**src/rtl/uart_tx_arbiter_if.sv**
```systemverilog
// Byte-producer handshake and uart_tx launch signals shared by the arbiter.
// master is the arbiter side; slave is the producers plus the uart_tx instance.
interface uart_tx_arbiter_if #(
    parameter int NUM_REQ = 4,
    parameter int DATA_W  = 8
);
    logic [NUM_REQ-1:0]        req_valid;
    logic [NUM_REQ*DATA_W-1:0] req_data;
    logic [NUM_REQ-1:0]        req_ready;
    logic                      tx_start;
    logic [DATA_W-1:0]         tx_data;
    logic                      tx_done;

    modport master (
        input  req_valid,
        input  req_data,
        input  tx_done,
        output req_ready,
        output tx_start,
        output tx_data
    );

    modport slave (
        output req_valid,
        output req_data,
        output tx_done,
        input  req_ready,
        input  tx_start,
        input  tx_data
    );
endinterface

```
**src/rtl/uart_tx_arbiter.sv**
```systemverilog
// Round-robin arbiter sharing one uart_tx serializer between NUM_REQ byte producers.
// One byte per grant: accept, pulse tx_start, wait for tx_done or timeout, idle one cycle.
module uart_tx_arbiter #(
    parameter int NUM_REQ = 4,
    parameter int DATA_W  = 8,
    parameter int TIMEOUT = 2047,
    localparam int GNT_W  = $clog2(NUM_REQ),
    localparam int CNT_W  = $clog2(TIMEOUT + 1)
) (
    input  logic              clk,
    input  logic              reset,
    uart_tx_arbiter_if.master bus,
    output logic [GNT_W-1:0]  grant_id,
    output logic              busy,
    output logic              timeout_err
);

    typedef enum logic [1:0] {
        IDLE,
        LAUNCH,
        WAIT,
        GAP
    } state_t;

    state_t           state;
    state_t           state_nxt;
    logic [GNT_W-1:0] last_grant;
    logic [GNT_W-1:0] win_id;
    logic [GNT_W-1:0] cand;
    logic             win_vld;
    logic             accept;
    logic             tmo_hit;
    logic [CNT_W-1:0] wait_cnt;

    function automatic logic [CNT_W-1:0] sat_inc(input logic [CNT_W-1:0] v);
        return (v == CNT_W'(TIMEOUT)) ? v : v + 1'b1;
    endfunction

    // Search starts just after the previous owner so every requester gets a turn.
    always_comb begin
        win_vld = 1'b0;
        win_id  = '0;
        cand    = '0;
        for (int k = 1; k <= NUM_REQ; k++) begin
            cand = GNT_W'((int'(last_grant) + k) % NUM_REQ);
            if (!win_vld && bus.req_valid[cand]) begin
                win_vld = 1'b1;
                win_id  = cand;
            end
        end
    end

    assign accept  = (state == IDLE) && win_vld;
    assign tmo_hit = (wait_cnt == CNT_W'(TIMEOUT));
    assign busy    = (state != IDLE);

    // Ready is forced low while reset is held, even though the state is already IDLE.
    always_comb begin
        bus.req_ready = '0;
        if (accept && reset) begin
            bus.req_ready[win_id] = 1'b1;
        end
    end

    always_comb begin
        state_nxt    = state;
        bus.tx_start = 1'b0;
        timeout_err  = 1'b0;
        case (state)
            IDLE: begin
                if (accept) begin
                    state_nxt = LAUNCH;
                end
            end
            LAUNCH: begin
                bus.tx_start = 1'b1;
                state_nxt    = WAIT;
            end
            WAIT: begin
                // A completion on the timeout cycle still counts as success.
                if (bus.tx_done) begin
                    state_nxt = GAP;
                end else if (tmo_hit) begin
                    timeout_err = 1'b1;
                    state_nxt   = GAP;
                end
            end
            GAP: begin
                state_nxt = IDLE;
            end
            default: begin
                state_nxt = IDLE;
            end
        endcase
    end

    always_ff @(posedge clk or negedge reset) begin
        if (!reset) begin
            state       <= IDLE;
            bus.tx_data <= '0;
            grant_id    <= '0;
            last_grant  <= GNT_W'(NUM_REQ - 1);
            wait_cnt    <= '0;
        end else begin
            state <= state_nxt;
            if (accept) begin
                bus.tx_data <= bus.req_data[win_id*DATA_W +: DATA_W];
                grant_id    <= win_id;
            end
            if (state == WAIT) begin
                wait_cnt <= sat_inc(wait_cnt);
                if (state_nxt == GAP) begin
                    last_grant <= grant_id;
                end
            end else begin
                wait_cnt <= '0;
            end
        end
    end

    a_ready_onehot : assert property (@(posedge clk) disable iff (!reset)
        $onehot0(bus.req_ready));

    a_err_not_done : assert property (@(posedge clk) disable iff (!reset)
        !(timeout_err && bus.tx_done));

endmodule

```
**src/flat_wrapper.sv**
```systemverilog
// flat-port wrapper written by rule: the top's interface ports become plain ports
module uart_tx_arbiter_flat 
#(
    parameter int NUM_REQ = 4,
    parameter int DATA_W  = 8,
    parameter int TIMEOUT = 2047,
    localparam int GNT_W  = $clog2(NUM_REQ),
    localparam int CNT_W  = $clog2(TIMEOUT + 1)
)
  (clk, reset, grant_id, busy, timeout_err, bus_req_valid, bus_req_data, bus_tx_done, bus_req_ready, bus_tx_start, bus_tx_data);
  uart_tx_arbiter_if #(.NUM_REQ(NUM_REQ), .DATA_W(DATA_W)) bus_i ();
  input  logic clk;
  input  logic reset;
  output logic [GNT_W-1:0] grant_id;
  output logic busy;
  output logic timeout_err;
  input wire logic [$bits(bus_i.req_valid)-1:0] bus_req_valid;
  input wire logic [$bits(bus_i.req_data)-1:0] bus_req_data;
  input wire logic [$bits(bus_i.tx_done)-1:0] bus_tx_done;
  output wire logic [$bits(bus_i.req_ready)-1:0] bus_req_ready;
  output wire logic [$bits(bus_i.tx_start)-1:0] bus_tx_start;
  output wire logic [$bits(bus_i.tx_data)-1:0] bus_tx_data;
  assign bus_i.req_valid = bus_req_valid;
  assign bus_i.req_data = bus_req_data;
  assign bus_i.tx_done = bus_tx_done;
  assign bus_req_ready = bus_i.req_ready;
  assign bus_tx_start = bus_i.tx_start;
  assign bus_tx_data = bus_i.tx_data;
  uart_tx_arbiter #(.NUM_REQ(NUM_REQ), .DATA_W(DATA_W), .TIMEOUT(TIMEOUT)) u_core (.clk(clk), .reset(reset), .bus(bus_i), .grant_id(grant_id), .busy(busy), .timeout_err(timeout_err));
endmodule
```
**config.mk**
```make
export PLATFORM = sky130hd
export DESIGN_NAME = uart_tx_arbiter_flat
export DESIGN_NICKNAME = d
export VERILOG_FILES = /design/src/rtl/uart_tx_arbiter_if.sv /design/src/rtl/uart_tx_arbiter.sv /design/src/flat_wrapper.sv
export SDC_FILE = /design/constraint.sdc
export NUM_CORES = 1
export LEC_CHECK = 0
export CAP_MARGIN = 30
export CORE_MARGIN = 5
export CORE_UTILIZATION = 48
export DETAILED_ROUTE_END_ITERATION = 6
export HOLD_SLACK_MARGIN = 0.02
export PLACE_DENSITY = 0.85
export SYNTH_ARGS = -nofsm -noshare
export SYNTH_HDL_FRONTEND = slang
export SYNTH_SLANG_ARGS = --single-unit
```
**constraint.sdc**
```tcl
create_clock -name clk -period 5.5 [get_ports clk]
set_input_delay 0.55 -clock clk [delete_from_list [all_inputs] [get_ports clk]]
set_output_delay 0.55 -clock clk [all_outputs]
set_load 0.03 [all_outputs]
```
=== Word-level counts from Yosys, hierarchy flattened ===
Cells that the tools add are included.

* Equality and inequality tests: 6
* Order comparisons: 6
* Shift-type cells: 1
* Add/sub/neg operators: 5
* Reduce and logical (&&, ||, !) cells: 12
* Mux-type cells: 29

{| class="wikitable"
|+ Operators with widths
! operator !! count
|-
| $shiftx A32 B6 Y8 || 1
|-
| $mux W11 || 2
|-
| $lt A2 B3 Y1 const B || 5
|-
| $mux W2 || 7
|-
| $mux W1 || 13
|-
| $add A11 B1 Y11 const B || 1
|-
| $eq A11 B11 Y1 const B || 1
|-
| $bmux W1 S2 || 4
|-
| $pmux W2 S4 || 1
|-
| $eq A2 B2 Y1 const B || 3
|-
| $logic_and A1 B1 Y1 || 6
|-
| $add A2 B1 Y2 const B || 2
|-
| $add A2 B2 Y2 const B || 2
|-
| $mux W4 || 1
|-
| $logic_not A1 Y1 || 3
|-
| $demux W1 S2 || 1
|-
| $eq A2 B1 Y1 const B || 1
|-
| $ge A2 B1 Y1 const B || 1
|-
| $logic_not A2 Y1 || 1
|-
| $ne A2 B2 Y1 const B || 1
|-
| $reduce_and A2 Y1 || 1
|-
| $reduce_bool A2 Y1 || 1
|}

* Register bits after elaboration: 25
* Input port bits: 39
* Logic and storage cells: 64

=== Depth between registers and ports, before layout ===
* Word-level depth: 18
* Mapped depth: 7
* Mapped depth without buffers: 7

=== Worst setup path before layout ===
No wires, ideal clock.

* Kind: register to output
* Start: reg u_core.state[0]
* End: out bus_req_ready[2]
* Required time: 4.950 ns
* Arrival time: 1.931 ns
* Path buffers: 1
* Path slack: 3.019 ns
* Cell stages (with the launch flop): 8
* Cell sequence: dfrtp_1 -> inv_1 -> ha_1 -> inv_1 -> a21oi_1 -> clkbuf_1 -> nand3_1 -> nor2_1

* Cells in the longest elaborated chain, start to end: 4

{| class="wikitable"
|+ RTL lines
! element !! line !! text
|-
| start: declaration || uart_tx_arbiter.sv:25 || <nowiki>state_t state;</nowiki>
|-
| start signal: assignment || uart_tx_arbiter.sv:105 || <nowiki>state <= state_nxt;</nowiki>
|-
| $logic_not A2 Y1 || uart_tx_arbiter.sv:53 || <nowiki>assign accept = (state == IDLE) && win_vld;</nowiki>
|-
| $logic_and A1 B1 Y1 || uart_tx_arbiter.sv:53 ||
|-
| $logic_and A1 B1 Y1 || uart_tx_arbiter.sv:60 || <nowiki>if (accept && reset) begin</nowiki>
|-
| $mux W4 || uart_tx_arbiter.sv:60 ||
|-
| end: declaration || flat_wrapper.sv:20 || <nowiki>output wire logic [$bits(bus_i.req_ready)-1:0] bus_req_ready;</nowiki>
|}

No other way between the ends.

=== Worst setup path in the final report ===
* Start: in bus_req_valid[3]
* End: out bus_req_ready[1]

* Cells in the longest elaborated chain, start to end: 17
* Elaborated cells between the ends (all ways): 30
* Classes of those cells: 2 x order compare; 19 x mux; 9 x reduce/logical

{| class="wikitable"
|+ RTL lines
! element !! line !! text
|-
| start: declaration || flat_wrapper.sv:17 || <nowiki>input wire logic [$bits(bus_i.req_valid)-1:0] bus_req_valid;</nowiki>
|-
| $bmux W1 S2 || uart_tx_arbiter.sv:46 || <nowiki>if (!win_vld && bus.req_valid[cand]) begin</nowiki>
|-
| $mux W1 (not written as such) || uart_tx_arbiter.sv:46 ||
|-
| $mux W1 || uart_tx_arbiter.sv:46 ||
|-
| $logic_not A1 Y1 || uart_tx_arbiter.sv:46 ||
|-
| $logic_and A1 B1 Y1 || uart_tx_arbiter.sv:46 ||
|-
| $mux W1 || uart_tx_arbiter.sv:46 ||
|-
| $logic_not A1 Y1 || uart_tx_arbiter.sv:46 ||
|-
| $logic_and A1 B1 Y1 || uart_tx_arbiter.sv:46 ||
|-
| $mux W1 || uart_tx_arbiter.sv:46 ||
|-
| $logic_not A1 Y1 || uart_tx_arbiter.sv:46 ||
|-
| $logic_and A1 B1 Y1 || uart_tx_arbiter.sv:46 ||
|-
| $mux W2 || uart_tx_arbiter.sv:46 ||
|-
| $lt A2 B3 Y1 (not written as such) / $ge A2 B1 Y1 (equally long branches) || uart_tx_arbiter.sv:61 || <nowiki>bus.req_ready[win_id] = 1'b1;</nowiki>
|-
| $logic_and A1 B1 Y1 (not written as such) || uart_tx_arbiter.sv:61 ||
|-
| $mux W1 (not written as such) || uart_tx_arbiter.sv:61 ||
|-
| $demux W1 S2 || n/a ||
|-
| $mux W4 * || uart_tx_arbiter.sv:60 ||
|}

Every way passes the cells marked *; elsewhere a longest branch is shown, timed or not. The select of a mux whose other input is x is not followed.

==> metrics.txt <==
outcome finished, final reports clean; asr flop ratio synth 100%; number of global-route vias before repair 1432; synth cell count leaders dfrtp_1 (23), nor2_1 (18), a211oi_1 (16); Crit Path Max Fanout 11; layout cells sized above 1 8.70%; compound-gate portion of the synthesized area 13.8%; postcts setup bufs 0; Final Max Slew Viols 0; Final Cycle Share 61.5%; Post-Synthesis Cell Area 0.00153 mm²; nets 252; count leader, synth dfrtp_1; 1st-pass router iterations 4; FILL cells 252; crit path DAT 2830 ps; DR vias 1377; gpl congestion 0.933; Critical Path Start Type primary input; Slew headroom 57.0%; Worst Tran Pin Value 644 ps; CTS HTree Levels 1; CTS max path bufs 2; FP Rows 20; register area share after synthesis 41.1%; WL per Instance 16.1 µm; GRT Overall Usage 19.5%; Worst Path Required 4950 ps; r2r worst-path depth 5; post-synthesis adder-cell area fraction 4.10%; Flop pwr share 31.3%; Critical Path End Type output port; Mapped Avg Cell Area 10.1 µm²; Final HPWL DP 3220 µm; Pleak 0.000909 µW; synth unique cells 33; Total Wirelength 4050 µm; gr ovfl total 0; startpoint of the worst register-to-register path u_core.last_grant[0]; remaining antenna violation count 0; clk_lat worst skew 330 ps; Final Skew 1.97 ps; Int Power 513 µW; maximum clock frequency 0.296 GHz; placed cells 247; drt initial violations 53; Syn Inst Count 151; TNS Setup 0 ps; peak supply drop 0.000330 V; Power Dens Cells 431 mW/mm²; IO Count 56; die width 66.4 µm; number of buffers created by CTS 3; Worst setup startpoint bus_req_valid[3]; Post-synth EDFFs 0; Synth Area in XOR/XNOR 4.01%; global-route wire length before repair 6640 µm; area share of the largest cell type after synthesis 37.7%; largest net degree at the start of global routing 28; Hold WC Path Type register to register; PostCTS Resize Cnt 0; Initial Utilization 50.0%; yosys warns 0; RSZ-0062 raised after global routing false; Final Hold Viols 0; CTS tree yes; endpoints failing setup 0; Post-Synth Simple-Gate Area 26.0%; largest area contributor in the netlist dfrtp_1; Core ar. 0.00305 mm²; Finished Layout Cells 251; antenna cells 0; Clk network pwr share 9.4%; DIE AREA 0.00441 mm²; drt drc 0; CTS root buf clkbuf_4; Worst R2R End u_core.bus.tx_data[1]; ys flop type dfrtp_1; max-cap check violation count 0; CTS Sinks 25; crit path time final 3380 ps; die height 66.4 µm; r2r setup slk 3410 ps; initial antenna violation count 0; mux share of post-synthesis cell area 7.53%; sw power 411 µW; clock-pin slew on the worst setup and hold paths 140 ps; switch share 44.5%; CP endpoint bus_req_ready[1]; critical path class primary input to output port; logic gate share of total power 59.3%; largest family of logic cells by synthesized area simple AND/OR/NAND/NOR gates; port bufs 55; main area contributors after synthesis dfrtp_1 (38%), a211oi_1 (7.9%), mux2i_1 (6.6%); net count after synthesis 195; synthesis-to-finish area growth 40.4%; Synth Register Bits 25; Avg Vias per Cell 5.49; hold_buf cts 0
## final cells by class
cell class / instances / area, µm² / share of cell area, %
multi-input cells: 116 / 847 / 39.5
flip-flops and latches: 25 / 628 / 29.3
repair buffers: 57 / 566 / 26.4
well taps: 44 / 55.1 / 2.57
clock buffers: 3 / 22.5 / 1.05
inverters: 5 / 18.8 / 0.875
clock inverters: 1 / 7.51 / 0.350
## per-layer routing
layer / track usage, % / up-vias / share of wire [%]
met5: 0 / - / 0
met4: 7.36 / 0 / 1.6
met3: 3.91 / 8 / 4.1
met1: 23.4 / 666 / 40
li1: - / 665 / -
met2: 34.0 / 38 / 54
## placed cells by master, fill, tap and decap left out, drive strengths merged
cell / synthesis / routed
nor2b: 8 / 8
dfstp: 2 / 2
o211a: 2 / 2
and4: 10 / 10
a31oi: 2 / 2
dfrtp: 23 / 23
xnor2: 4 / 4
inv: 5 / 5
nor2: 18 / 18
or3b: 2 / 2
and3b: 2 / 2
o21ai: 5 / 5
a21oi: 3 / 3
ha: 5 / 5
or2: 1 / 1
and3: 2 / 2
mux2i: 10 / 10
nand3: 5 / 5
nand4: 3 / 3
a211oi: 16 / 16
o311a: 1 / 1
clkinvlp: 0 / 1
buf: 2 / 2
nand2: 5 / 5
nand3b: 1 / 1
clkbuf: 3 / 3
xor2: 3 / 3
clkdlybuf4s50: 0 / 55
or4: 1 / 1
and2: 6 / 6
mux2: 1 / 1
## kinds of logic after synthesis
logic type                 Yosys count
and+or+nand+nor                     64
AOI/OAI and AO/OA                   29
DFF                                 25
muxes                               11
buffers and inverters               10
xor gates and xnor gates             7
adders and majority gates            5
## sequential cells by signal (all words and copies together) (netlist names)
signal              flops
u_core.bus.tx_data      8
u_core.grant_id         2
u_core.last_grant       2
u_core.state            2
u_core.wait_cnt        11
## critical path, stage by stage
cell and delay [ps]:
clkdlybuf4s50_1 470, nor2b_1 190, o21ai_2 280, and3_1 590, nor2_1 130, clkdlybuf4s50_1 630
## metrics by stage
step / utilization (%) / total power [µW] / hold slack (ps) / area, µm² / setup WS (ps)
after detailed placement: 69.3 / 841 / 534 / 2110 / 2100
after global placement: 69.3 / 819 / 499 / 2110 / 2260
after global routing: 70.2 / 987 / 577 / 2140 / 1920
final: 70.2 / 924 / 547 / 2140 / 2120
after floorplan: - / 649 / 254 / 1530 / 3020
after CTS: 70.2 / 930 / 556 / 2140 / 2110
## power groups by stage
stage               Combinational, µW  Clock (µW)  Sequential (µW)
floorplan                         293           0              356
global route                      594        96.8              296
global placement                  530           0              289
finish                            547        87.1              289
CTS                               551        90.6              288
detailed placement                550           0              292
## worst min path at each step
stage	slack (ps)	to	startpoint	cells after the start
after floorplan	250	u_core.bus.tx_data[0]	reset	0
after global placement	500	u_core.last_grant[1]	u_core.grant_id[1]	2
after detailed placement	530	u_core.last_grant[1]	u_core.grant_id[1]	2
after CTS	560	u_core.last_grant[1]	u_core.grant_id[1]	2
after global routing	580	u_core.last_grant[1]	u_core.grant_id[1]	2
final	550	u_core.last_grant[1]	u_core.grant_id[1]	2
(Power assumes the default switching activity.)
